==> src/rtl/axis_west_tx.sv <==
//==============================================================================
// Module      : axis_west_tx
// Description : AXI4-Stream slave to Darwin3 west-link transmitter using a
//               4-phase return-to-zero REQ/ACK handshake, one word in flight.
//               Optional macro TX_ACK_SYNC_EN adds a 2-flop ACK synchronizer.
// Revision    : 1.0 - initial release
//==============================================================================
`default_nettype none

module axis_west_tx #(
   parameter int DATA_W = 16
) (
   input  logic                  clk,
   input  logic                  rst_n,
   input  logic [DATA_W-1:0]     S_AXIS_TDATA,
   input  logic                  S_AXIS_TVALID,
   input  logic [DATA_W/8-1:0]   S_AXIS_TKEEP,
   input  logic                  S_AXIS_TLAST,
   input  logic                  TX_ACK_WEST,
   output logic                  S_AXIS_TREADY,
   output logic [DATA_W-1:0]     TX_DATA_WEST,
   output logic                  TX_REQ_WEST
);

   localparam logic [1:0] ST_IDLE        = 2'd0;
   localparam logic [1:0] ST_WAIT_ACK_HI = 2'd1;
   localparam logic [1:0] ST_WAIT_ACK_LO = 2'd2;

   logic [1:0] r_state;
   logic       w_ack_s;
   logic       w_tready;
   logic       w_unused_sideband;

   // TKEEP and TLAST are accepted but carry no protocol meaning on the link.
   assign w_unused_sideband = ^{S_AXIS_TKEEP, S_AXIS_TLAST};

`ifdef TX_ACK_SYNC_EN
   logic r_ack_meta;
   logic r_ack_sync;

   always_ff @(posedge clk) begin
      if (!rst_n) begin
         r_ack_meta <= 1'b0;
         r_ack_sync <= 1'b0;
      end else begin
         r_ack_meta <= TX_ACK_WEST;
         r_ack_sync <= r_ack_meta;
      end
   end

   assign w_ack_s = r_ack_sync;
`else
   assign w_ack_s = TX_ACK_WEST;
`endif

   // Hold off new words while the far end is still acknowledging a previous one.
   assign w_tready      = rst_n && (r_state == ST_IDLE) && !w_ack_s;
   assign S_AXIS_TREADY = w_tready;

   always_ff @(posedge clk) begin
      if (!rst_n) begin
         r_state      <= ST_IDLE;
         TX_REQ_WEST  <= 1'b0;
         TX_DATA_WEST <= '0;
      end else begin
         case (r_state)
            ST_IDLE: begin
               // Data and REQ launch together so data is settled when REQ is seen.
               if (S_AXIS_TVALID && w_tready) begin
                  TX_DATA_WEST <= S_AXIS_TDATA;
                  TX_REQ_WEST  <= 1'b1;
                  r_state      <= ST_WAIT_ACK_HI;
               end
            end
            ST_WAIT_ACK_HI: begin
               if (w_ack_s) begin
                  TX_REQ_WEST <= 1'b0;
                  r_state     <= ST_WAIT_ACK_LO;
               end
            end
            ST_WAIT_ACK_LO: begin
               if (!w_ack_s) begin
                  r_state <= ST_IDLE;
               end
            end
            default: begin
               TX_REQ_WEST <= 1'b0;
               r_state     <= ST_IDLE;
            end
         endcase
      end
   end

endmodule

`default_nettype wire

==> config.mk <==
export PLATFORM = sky130hd
export DESIGN_NAME = axis_west_tx
export DESIGN_NICKNAME = d
export VERILOG_FILES = /design/src/rtl/axis_west_tx.sv
export SDC_FILE = /design/constraint.sdc
export NUM_CORES = 1
export LEC_CHECK = 0
export BUFFER_PORTS_ARGS = -buffer_cell sky130_fd_sc_hd__buf_2
export CORE_MARGIN = 2
export CORE_UTILIZATION = 45
export CTS_CLUSTER_DIAMETER = 150
export DETAILED_ROUTE_END_ITERATION = 8
export GPL_ROUTABILITY_DRIVEN = 0
export PLACE_DENSITY_LB_ADDON = 0.05
export SETUP_SLACK_MARGIN = 0.3
export SYNTH_ARGS = -nofsm -noshare
export SYNTH_HDL_FRONTEND = slang
export SYNTH_SLANG_ARGS = --single-unit
==> constraint.sdc <==
create_clock -name clk -period 4 [get_ports clk]
set_clock_uncertainty 0.2 [all_clocks]
set_input_delay 0.4 -clock clk [delete_from_list [all_inputs] [get_ports clk]]
set_output_delay 0.4 -clock clk [all_outputs]
set_load 0.05 [all_outputs]
---- Word level (Yosys, flattened, before mapping) ----
Cells that the tools add are included.
operators by class
  multiply operators ...................... 0
  bitwise gates (word level) .............. 1
  shifts and indexed selects .............. 0
  reduce and logical (&&, ||, !) cells .... 8
  order comparisons ....................... 0
  add/sub/neg operators ................... 0
  divide/modulo/power cells ............... 0
  eq/ne operators ......................... 5
  muxes and demuxes ....................... 7
operators by type and width
  operator                                               count
  two-way mux 2 bit                                      3
  one-hot mux 2 bit (3 select lines)                     1
  AND reduction 3 bit                                    2
  inequality test 2 bit, second input constant           2
  logical AND 1 bit                                      3
  one-hot mux 1 bit (3 select lines)                     1
  == test 2 x 1 -> 1 bit, second input constant          1
  == test 2 bit, second input constant                   1
  logical NOT 2 bit                                      1
  two-way mux 1 bit                                      2
  inequality test 2 x 1 -> 1 bit, second input constant  1
  AND reduction 2 bit                                    1
  logical NOT 1 bit                                      1
  NOT 1 bit                                              1
storage, ports and cells
  register bits ........................... 19
  memories kept ........................... 0
  bits in latches ......................... 0
  output and inout port bits .............. 18
  bits in read-only memories .............. 0
  bits in writable memories ............... 0
  bits of input ports ..................... 23

---- Longest topological paths before layout ----
Gate-level depths: netlist (run 1).
  word-level depth ........................ 6
  gate-level depth with buffers ........... 4

---- Worst setup path before layout (run 1) ----
No wires, ideal clock.
  path kind ............................... reg2out
  start ................................... register r_state[0]
  end ..................................... output S_AXIS_TREADY
  cell stages (with the launch flop) ...... 3
  buffers on the path ..................... 1
  slack ................................... 2.305 ns
  required time ........................... 3.400 ns
  arrival ................................. 1.095 ns
  path through ............................ dfxtp_1 nor4b_4 buf_4
on the way
  word-level cells in the longest chain between the ends .. 3
ends and longest elaborated chain
  what                            line  source
  start, declared                 29    logic [1:0] r_state;
  start signal, assigned          62    r_state <= ST_IDLE;
  start signal, assigned          72    r_state <= ST_WAIT_ACK_HI;
  start signal, assigned          78    r_state <= ST_WAIT_ACK_LO;
  logical NOT 2 bit               57    assign w_tready = rst_n && (r_state == ST_IDLE) && !w_ack_s;
  logical AND 1 bit (2 in a row)  57
  end, declared                   20    output logic S_AXIS_TREADY,
No other way between the ends.

---- Worst setup path after layout (run 1) ----
Same ends and word-level chain as after synthesis.

==> summary.txt, run 1 <==
CTS
  • TritonCTS clock tree: built
  • Worst skew pair latency: 0.29 ns
  • CTS buffer count: 3
  • Post-CTS Setup Bufs: 0
  • Post-CTS Hold Fix Bufs: 0
  • CTS H-tree lvls: 1
  • CTS root buffer: clkbuf_4
  • Max clock buf depth: 2
  • Post_cts resized: 0
  • Clock-pin slew on the worst setup and hold paths: 0.11 ns
  • TritonCTS Sinks: 19

GRT
  • Total gr overflow: 0
  • First-pass GRT wire length: 2.72 mm
  • Initial antenna violation count: 0
  • Largest net degree at the start of global routing: 21
  • All-Layer GR Usage: 18.0%
  • Vias in the first global route: 657

Place
  • HPWL after DPL: 1.15 mm
  • Post-Place Worst Slack: 1.60 ns
  • Input/output buffers: 37

Status
  • Outcome: complete, no violations

Floorplan
  • CORE AREA: 1540 µm²
  • Die area: 2040 µm²
  • Die H: 45.2 µm
  • Ports: 41
  • Initial Util: 49.6%
  • Number of core rows: 14
  • Die width: 45.2 µm

Timing
  • Setup slack after layout: 1.62 ns
  • Max Slew Vio Count: 0
  • Tcrit/Tclk final: 59.5%
  • Worst slew margin: 49.5%
  • # setup viols final: 0
  • WHS: 0.121 ns
  • Final min period: 2.38 ns
  • Setup TNS: 0 ns
  • Fmax: 0.420 GHz
  • Hold Fails Final Rpt: 0
  • RSZ-0062 raised after global routing: no
  • Least-Margin Pin Slew: 0.755 ns

Yosys
  • FF+latch count, synth: 19
  • Compound-Gate Fraction of Synth Area: 17.0%
  • Cell taking the most area after synthesis: dfxtp_1
  • Adder-cell share of the synthesized area: 0%
  • Largest family of logic cells by synthesized area: simple AND/OR/NAND/NOR gates
  • Register area share after synthesis: 49.8%
  • XOR/XNOR Fraction of Synth Area: 1.15%
  • Cells after synthesis: 83
  • Syn Nets: 106
  • Post-synth top area share: 49.8%
  • YS warnings: 0
  • Synth Cell Area: 764 µm²
  • Post-Synth Simple-Gate Area: 26.5%
  • Yosys cell types: 17
  • Largest cells by area after synthesis: dfxtp_1, o21ai_2, nand3_1
  • Post-synthesis average cell area: 9.21 µm²
  • Post-synthesis mux area share: 0%

Route
  • DRT antenna net count: 0
  • 1st-iter DRT viols: 9
  • Vias per cell: 5.30
  • Via count: 716
  • Post-Route WL: 1.63 mm
  • WL per Instance: 12.1 µm
  • # DRC: 0
  • DR pass1 iterations: 4

Critical path
  • Crit path cell chain: nor4b_4 > buf_2
  • Slowest CP cell: nor4b_4
  • WS Path Type: flip-flop to output pin
  • Req. time, crit path: 3.40 ns
  • WP data arrival: 1.78 ns
  • Crit-path max FO: 14
  • Startpoint Class: flip-flop
  • Peak per-stage delay on the critical path: 0.72 ns
  • Worst Setup End Kind: output pin

Power and ir drop
  • VDD IR max: 0.000203 V
  • Pleak: 0.000451 µW
  • PD cells: 397 nW/µm²

Final layout
  • Fin nets: 143
  • Most frequent cells in the layout: buf_2, dfxtp_1, nand2_1, nand3_1, o21ai_2
  • Commonest non-fill, non-tap cell in the layout: buf_2
  • Share of cells above drive strength 1: 44.5%
  • Antenna Cells: 0
  • Area growth, synth to finish: 25.7%

Flow run
  • Maxcap violations: 0

Hold path
  • Min-delay worst type: primary input to flip-flop
report_power, final:
part           switching [µW]  internal (µW)  total (µW)
registers                5.56            199         205
clock network            56.6           38.7        95.3
logic                    58.4           22.9        81.3
routing by layer:
metal | share of wire [%] | track usage, % | vias to the layer above
li1 | - | - | 361
met1 | 47 | 24.8 | 336
met2 | 48 | 29.1 | 19
met3 | 5.4 | 3.60 | 0
met4 | 0 | 3.53 | 0
met5 | 0 | 0 | -
registers in the layout, indices dropped and copies added (netlist names):
name	count
TX_REQ_WEST	1
TX_DATA_WEST	16
r_state	2
logic make-up after synthesis:
logic type	Yosys count
xor gates and xnor gates	1
DFF	19
buffers and inverters	6
and+or+nand+nor	39
AOI/OAI and AO/OA	18
area by class of cell:
type | instances | area, µm²
fill | 148 | 581
timing repair buffer | 38 | 193
multi-input combinational | 58 | 342
tap | 16 | 20.0
sequential | 19 | 380
clock buffer | 4 | 26.3
through the flow:
step | cell area [µm²] | total power, µW | util (%) | instances
after detailed placement | 935 | 291 | 60.6 | 131
after CTS | 961 | 385 | 62.3 | 135
final | 961 | 381 | 62.3 | 135
after floorplan | 764 | 269 | - | 83
after global routing | 961 | 402 | 62.3 | 135
after global placement | 935 | 290 | 60.6 | 131
final timing paths:
check / to / startpoint / slack, ns / cells after the start
min: TX_DATA_WEST[7] / S_AXIS_TDATA[7] / 0.12 / 3
min reg2reg: TX_DATA_WEST[9] / TX_DATA_WEST[9] / 0.26 / 2
max: S_AXIS_TREADY / r_state[0] / 1.62 / 2
max reg2reg: TX_DATA_WEST[10] / r_state[0] / 2.03 / 3
worst max-delay path, delay by kind of cell, from the launching register on:
family        cells  cell delay [ns]
simple gates      1             0.72
flops             1             0.38
buf+inv           1             0.39
Yosys cell counts:
library cell / count
buf_12: 1
clkbuf_1: 4
nor2b_1: 1
and2_4: 1
o21ai_0: 7
dfxtp_1: 19
o21ai_2: 10
nand3_1: 16
xor2_1: 1
nor2_1: 1
nand2_1: 16
nor4b_4: 1
and3_1: 1
nor4b_1: 1
a22oi_1: 1
buf_4: 1
nor3_1: 1
Power figures use the tool's default switching activity.
==> inputs of run 2 (changes only) <==
--- a/config.mk
+++ b/config.mk
@@ -5,9 +5,10 @@
 export SDC_FILE = /design/constraint.sdc
 export NUM_CORES = 1
 export LEC_CHECK = 0
+export ABC_AREA = 1
 export BUFFER_PORTS_ARGS = -buffer_cell sky130_fd_sc_hd__buf_2
 export CORE_MARGIN = 2
-export CORE_UTILIZATION = 45
+export CORE_UTILIZATION = 47
 export CTS_CLUSTER_DIAMETER = 150
 export DETAILED_ROUTE_END_ITERATION = 8
 export GPL_ROUTABILITY_DRIVEN = 0
==> constraint.sdc (replaced) <==
create_clock -name clk -period 2.3 [get_ports clk]
set_clock_uncertainty 0.2 [all_clocks]
set_input_delay 0.23 -clock clk [delete_from_list [all_inputs] [get_ports clk]]
set_output_delay 0.23 -clock clk [all_outputs]
set_load 0.05 [all_outputs]
==> run 2 against run 1 <==
Against the previous run:
- synthesized cell count increased by 83%
- power increased by 86%
- register-to-register slack got worse by 1.3 ns
- routed wire length increased by 19%
- global-route usage decreased by 0.44 points
- hold slack got worse by 0.10 ns
- worst setup slack got worse by 1.0 ns
- sequential power increased by 73%
- count of clock-buffer cells in the layout unchanged
- first-iteration DRC count unchanged
- largest cell class is now multi-input combinational cells
==> summary.txt, run 2 <==
Final layout
  • Most frequent cells in the layout: inv_1, buf_2, nand2_1, dfxtp_1, nor2_1
  • Fin area: 1220 µm²
  • Max reg flops: 16
  • Area growth, synth to finish: 20.9%
  • Commonest non-fill, non-tap cell in the layout: inv_1
  • Share of cells above drive strength 1: 28.5%
  • Fillers: 205
  • Biggest register: TX_DATA_WEST
  • Top Registers: TX_DATA_WEST: 16 flops, r_state: 2 flops, TX_REQ_WEST: 1 flops
  • Antenna Cells: 0
  • Fin nets: 210

Route
  • WL per Instance: 9.13 µm
  • 1st-iter DRT viols: 9
  • Post-Route WL: 1.95 mm
  • DRT antenna net count: 0
  • Vias per cell: 4.39
  • Via count: 935
  • DR pass1 iterations: 4
  • # DRC: 0

GRT
  • All-Layer GR Usage: 17.5%
  • Initial antenna violation count: 0
  • First-pass GRT wire length: 3.40 mm
  • Largest net degree at the start of global routing: 19
  • Vias in the first global route: 814
  • Total gr overflow: 0

Timing
  • Worst slew margin: 73.2%
  • Hold Fails Final Rpt: 0
  • Tcrit/Tclk final: 73.8%
  • Final min period: 1.70 ns
  • # setup viols final: 0
  • Least-Margin Pin Slew: 0.401 ns
  • Setup TNS: 0 ns
  • RSZ-0062 raised after global routing: no
  • Fmax: 0.589 GHz
  • Max Slew Vio Count: 0

Yosys
  • Post-synthesis average cell area: 6.63 µm²
  • Largest cells by area after synthesis: dfxtp_1, inv_1, nand2_1
  • Top FF cell, synth: dfxtp_1
  • Cell taking the most area after synthesis: dfxtp_1
  • Cells after synthesis: 152
  • Synth Cell Area: 1010 µm²
  • Count leader, synth: inv_1
  • FF+latch count, synth: 19
  • Post-synth top area share: 37.8%
  • Register area share after synthesis: 37.8%
  • Async SR Flop Fraction: 0%
  • Post-synth EDFFs: 0
  • Most frequent cells after synthesis: inv_1, nand2_1, dfxtp_1
  • YS warnings: 0
  • Yosys cell types: 20
  • Syn Nets: 175

Critical path
  • Critical R2R Capture: TX_DATA_WEST[9]
  • WP data arrival: 1.27 ns
  • Req. time, crit path: 1.87 ns
  • Delay-heaviest family, CP: flip-flops
  • WS Path Type: flip-flop to output pin
  • WP buf/inv: 1
  • Crit path cell chain: nor4_2 > buf_2
  • Crit-path max FO: 5
  • Slowest CP cell: dfxtp_1
  • Flop2flop setup slack: 0.68 ns
  • Startpoint Class: flip-flop
  • Worst r2r path cells: 5
  • Worst Setup End Kind: output pin
  • Peak per-stage delay on the critical path: 0.40 ns
  • Critical R2R Launch: r_state[0]

CTS
  • Worst skew pair latency: 0.30 ns
  • CTS H-tree lvls: 1
  • CTS buffer count: 3
  • TritonCTS clock tree: built
  • Post_cts resized: 0
  • Post-CTS Setup Bufs: 0
  • TritonCTS Sinks: 19
  • Clock-pin slew on the worst setup and hold paths: 0.11 ns
  • Post-CTS Hold Fix Bufs: 0
  • Max clock buf depth: 2
  • CTS root buffer: clkbuf_4

Power and ir drop
  • VDD IR max: 0.000350 V
  • Pleak: 0.000711 µW
  • PD cells: 583 nW/µm²
  • Design Power: 710 µW

Hold path
  • Hold path startpoint: TX_ACK_WEST
  • Min-delay worst type: primary input to flip-flop
  • Hold path endpoint: r_state[1]
  • Hold Path Stages: 3

Status
  • Outcome: complete, no violations

Floorplan
  • CORE AREA: 1980 µm²
  • Die H: 50.3 µm
  • Number of core rows: 16
  • Initial Util: 50.8%
  • Ports: 41
  • Die width: 50.3 µm
  • Die area: 2530 µm²

Flow run
  • Maxcap violations: 0

Place
  • Input/output buffers: 37
  • HPWL after DPL: 1.34 mm
  • Area after DPL: 1190 µm²
## run 2: cell count changes after synthesis, sizes merged, moves of 5 or more
cell and delta:
nand3 -15, o21ai -16, nor2 +18, inv +50, nand2 +18, buf +5
nand4 +16
## run 2: through the flow
step	hold slack, ns	instances	utilization, %	setup WS [ns]
2_1_floorplan	0.156	152	-	0.520
3_3_place_gp	0.248	209	60.1	0.597
3_5_place_dp	0.269	209	60.1	0.588
4_1_cts	0.0148	213	61.4	0.583
5_1_grt	0.0232	213	61.4	0.499
6_report	0.0199	213	61.4	0.602
## run 2: worst reg2reg max path: cells and delay by family, from the launching register on
family	cells	cell delay (ns)
buffers and inverters	1	0.04
flip-flops	1	0.40
AND/OR/NAND/NOR	4	0.91
## run 2: final cells by class
class	count	area (µm²)	area share [%]
Tap cell	27	33.8	2.77
Clock buffer	4	26.3	2.16
Sequential cell	19	380	31.2
Timing Repair Buffer	37	185	15.2
Inverter	50	190	15.6
Multi-Input combinational cell	76	402	33.0
## run 2: layer usage
layer | GRT usage [%] | vias up | share of wire (%) | wire (µm)
met5 | 0 | - | 0 | 0
met4 | 8.11 | 0 | 1.5 | 29
met3 | 2.68 | 3 | 5.8 | 113
met2 | 30.3 | 28 | 46 | 904
met1 | 21.3 | 395 | 46 | 898
li1 | - | 509 | - | -
## run 2: worst max path at each step
stage               start                to  slack (ns)  depth (start not counted)
2_1_floorplan       rst_n     S_AXIS_TREADY        0.52                          3
3_3_place_gp        rst_n   TX_DATA_WEST[9]        0.60                          7
3_5_place_dp        rst_n   TX_DATA_WEST[9]        0.59                          7
4_1_cts        r_state[0]     S_AXIS_TREADY        0.58                          2
5_1_grt        r_state[0]  TX_DATA_WEST[13]        0.50                          5
6_report       r_state[0]     S_AXIS_TREADY        0.60                          2
## run 2: report_power, final
part / internal, µW / total, µW / switching (µW) / leakage [µW]
combinational: 51.5 / 177 / 126 / 0.000540
clock: 67.7 / 177 / 110 / 0.0000150
sequential: 346 / 355 / 9.05 / 0.000155
total: 465 / 710 / 244 / 0.000711
## run 2: cells by family after synthesis
family                    share of synthesized area [%]
AOI/OAI and AO/OA                                  1.49
xor gates and xnor gates                          0.870
buffers and inverters                              23.0
DFF                                                37.8
and+or+nand+nor                                    36.9
==> inputs of run 3 (changes only) <==
--- a/config.mk
+++ b/config.mk
@@ -8,7 +8,7 @@
 export ABC_AREA = 1
 export BUFFER_PORTS_ARGS = -buffer_cell sky130_fd_sc_hd__buf_2
 export CORE_MARGIN = 2
-export CORE_UTILIZATION = 47
+export CORE_UTILIZATION = 42
 export CTS_CLUSTER_DIAMETER = 150
 export DETAILED_ROUTE_END_ITERATION = 8
 export GPL_ROUTABILITY_DRIVEN = 0
==> constraint.sdc (replaced) <==
create_clock -name clk -period 1.4 [get_ports clk]
set_clock_uncertainty 0.2 [all_clocks]
set_input_delay 0.14 -clock clk [delete_from_list [all_inputs] [get_ports clk]]
set_output_delay 0.14 -clock clk [all_outputs]
set_load 0.05 [all_outputs]
==> run 3 against run 2 <==
Against the previous run:
- non-clock buffer count increased by 33
- global-route usage increased by 4.4 points
- the run now ends with setup timing left
- worst setup slack got worse by 0.66 ns
- largest cell class is now non-clock buffers
==> summary.txt, run 3 (same netlist as run 2, synthesis figures left out) <==
Timing
  • Setup slack after layout: -0.0561 ns
  • Worst slew margin: 85.6%
  • Final min period: 1.46 ns
  • Least-Margin Pin Slew: 0.214 ns
  • Fmax: 0.687 GHz
  • Max Slew Vio Count: 0
  • # setup viols final: 1
  • Hold Fails Final Rpt: 0
  • Tcrit/Tclk final: 104%
  • RSZ-0062 raised after global routing: yes
  • Setup TNS: -0.0561 ns

Power and ir drop
  • Design Power: 1330 µW
  • Internal: 889 µW
  • Pleak: 0.000932 µW
  • Psw: 445 µW
  • Net Sw Frac: 33.3%
  • VDD IR max: 0.000633 V
  • Clk network pwr share: 21.4%
  • Combinational share of power: 33.7%
  • Flop pwr share: 44.9%
  • PD cells: 741 nW/µm²

Final layout
  • Antenna Cells: 0
  • Area taken by flip-flops and latches: 409 µm²
  • Commonest non-fill, non-tap cell in the layout: inv_1
  • Final core occ: 80.6%
  • Most frequent cells in the layout: inv_1, nand2_1, buf_8, buf_2, dlygate4sd3_1
  • Top Registers: TX_DATA_WEST: 16 flops, r_state: 2 flops, TX_REQ_WEST: 1 flops
  • Area growth, synth to finish: 78.8%
  • Post-Layout Cell Count: 247
  • Fillers: 155
  • Share of cells above drive strength 1: 43.8%
  • Fin nets: 243
  • Max reg flops: 16
  • Biggest register: TX_DATA_WEST
  • Multi-input gate area: 438 µm²
  • Fin area: 1800 µm²

Status
  • Failing checks: setup timing
  • Outcome: finished, violations left

Floorplan
  • Die width: 53.0 µm
  • Initial Util: 45.1%
  • Die H: 53.0 µm
  • Die area: 2810 µm²
  • CORE AREA: 2230 µm²
  • Ports: 41
  • Number of core rows: 17

Critical path
  • Flop2flop setup slack: 0.01 ns
  • Worst r2r path cells: 7
  • Crit-path max FO: 2
  • Critical R2R Launch: r_state[1]
  • Startpoint Class: flip-flop
  • Critical R2R Capture: TX_DATA_WEST[4]
  • WP data arrival: 1.12 ns
  • Req. time, crit path: 1.06 ns
  • Worst Setup End Kind: output pin
  • WS Path Type: flip-flop to output pin

Route
  • DR pass1 iterations: 4
  • WL per Instance: 11.0 µm
  • Vias per cell: 4.34
  • 1st-iter DRT viols: 15
  • DRT antenna net count: 0
  • Post-Route WL: 2.71 mm
  • # DRC: 0
  • Via count: 1071

Hold path
  • Hold path startpoint: S_AXIS_TVALID
  • Min-delay worst type: primary input to flip-flop
  • Hold path endpoint: TX_REQ_WEST
  • Hold Path Stages: 4

CTS
  • CTS buffer count: 3
  • Worst skew pair latency: 0.29 ns
  • Max clock buf depth: 2
  • TritonCTS clock tree: built
  • CTS root buffer: clkbuf_4
  • Clock-pin slew on the worst setup and hold paths: 0.11 ns
  • TritonCTS Sinks: 19
  • CTS H-tree lvls: 1

GRT
  • Vias in the first global route: 1090
  • Initial antenna violation count: 0
  • First-pass GRT wire length: 4.58 mm
  • All-Layer GR Usage: 21.9%
  • Total gr overflow: 0
  • Largest net degree at the start of global routing: 18

Place
  • Input/output buffers: 37
  • Area after DPL: 1250 µm²
  • HPWL after DPL: 1.53 mm
  • Inst Count DP: 215

Flow run
  • Maxcap violations: 0
-- run 3: worst max-delay path, stage by stage (launching register included) --
cell and delay, ns:
dfxtp_4 0.37, nor4_4 0.26, buf_6 0.19
-- run 3: worst max path at each step --
stage | start | endpoint | slack [ns]
after detailed placement | r_state[0] | TX_DATA_WEST[7] | -0.01
after global placement | r_state[0] | TX_DATA_WEST[9] | 0.01
after floorplan | r_state[1] | S_AXIS_TREADY | 0.07
final | r_state[1] | S_AXIS_TREADY | -0.06
after global routing | r_state[1] | S_AXIS_TREADY | -0.10
after CTS | r_state[1] | S_AXIS_TREADY | -0.07
-- run 3: layout make-up --
class / count / area share [%]
sequential: 19 / 22.7
timing repair buffer: 70 / 38.9
multi-input combinational: 76 / 24.3
tap: 28 / 1.95
inverter: 50 / 10.6
clock buffer: 3 / 1.25
clock inverter: 1 / 0.278
-- run 3: per-stage QoR --
| step | setup slack, ns | hold WS, ns |
|---|---|---|
| 2_1_floorplan | 0.0675 | 0.0582 |
| 3_3_place_gp | 0.0125 | 0.241 |
| 3_5_place_dp | -0.0145 | 0.249 |
| 4_1_cts | -0.0661 | 0.0497 |
| 5_1_grt | -0.100 | 0.0546 |
| 6_report | -0.0561 | 0.0672 |
-- run 3: power groups by stage --
stage          clock (µW)  combinational [µW]  sequential (µW)
6_report              286                 449              599
5_1_grt               323                 484              602
4_1_cts               297                 423              598
3_5_place_dp            0                 312              596
3_3_place_gp            0                 306              594
2_1_floorplan           0                 140              688
-- run 3: what timing repair did --
item                                    4_1_cts  5_1_grt
pin swaps                                     2        5
setup buffers                                 7        3
endpoints found under the hold margin        19        0
hold buffers                                 18        0
gates resized for setup                      76       10
endpoints found under the setup margin       36       37
-- run 3: layer usage --
layer	vias to the layer above	GRT usage [%]	wire (µm)	part of all wire, %
met5	-	0	0	0
met4	0	7.69	31	1.1
met3	4	3.67	110	4.1
met2	25	41.5	1480	54
met1	468	24.2	1090	40
li1	574	-	-	-
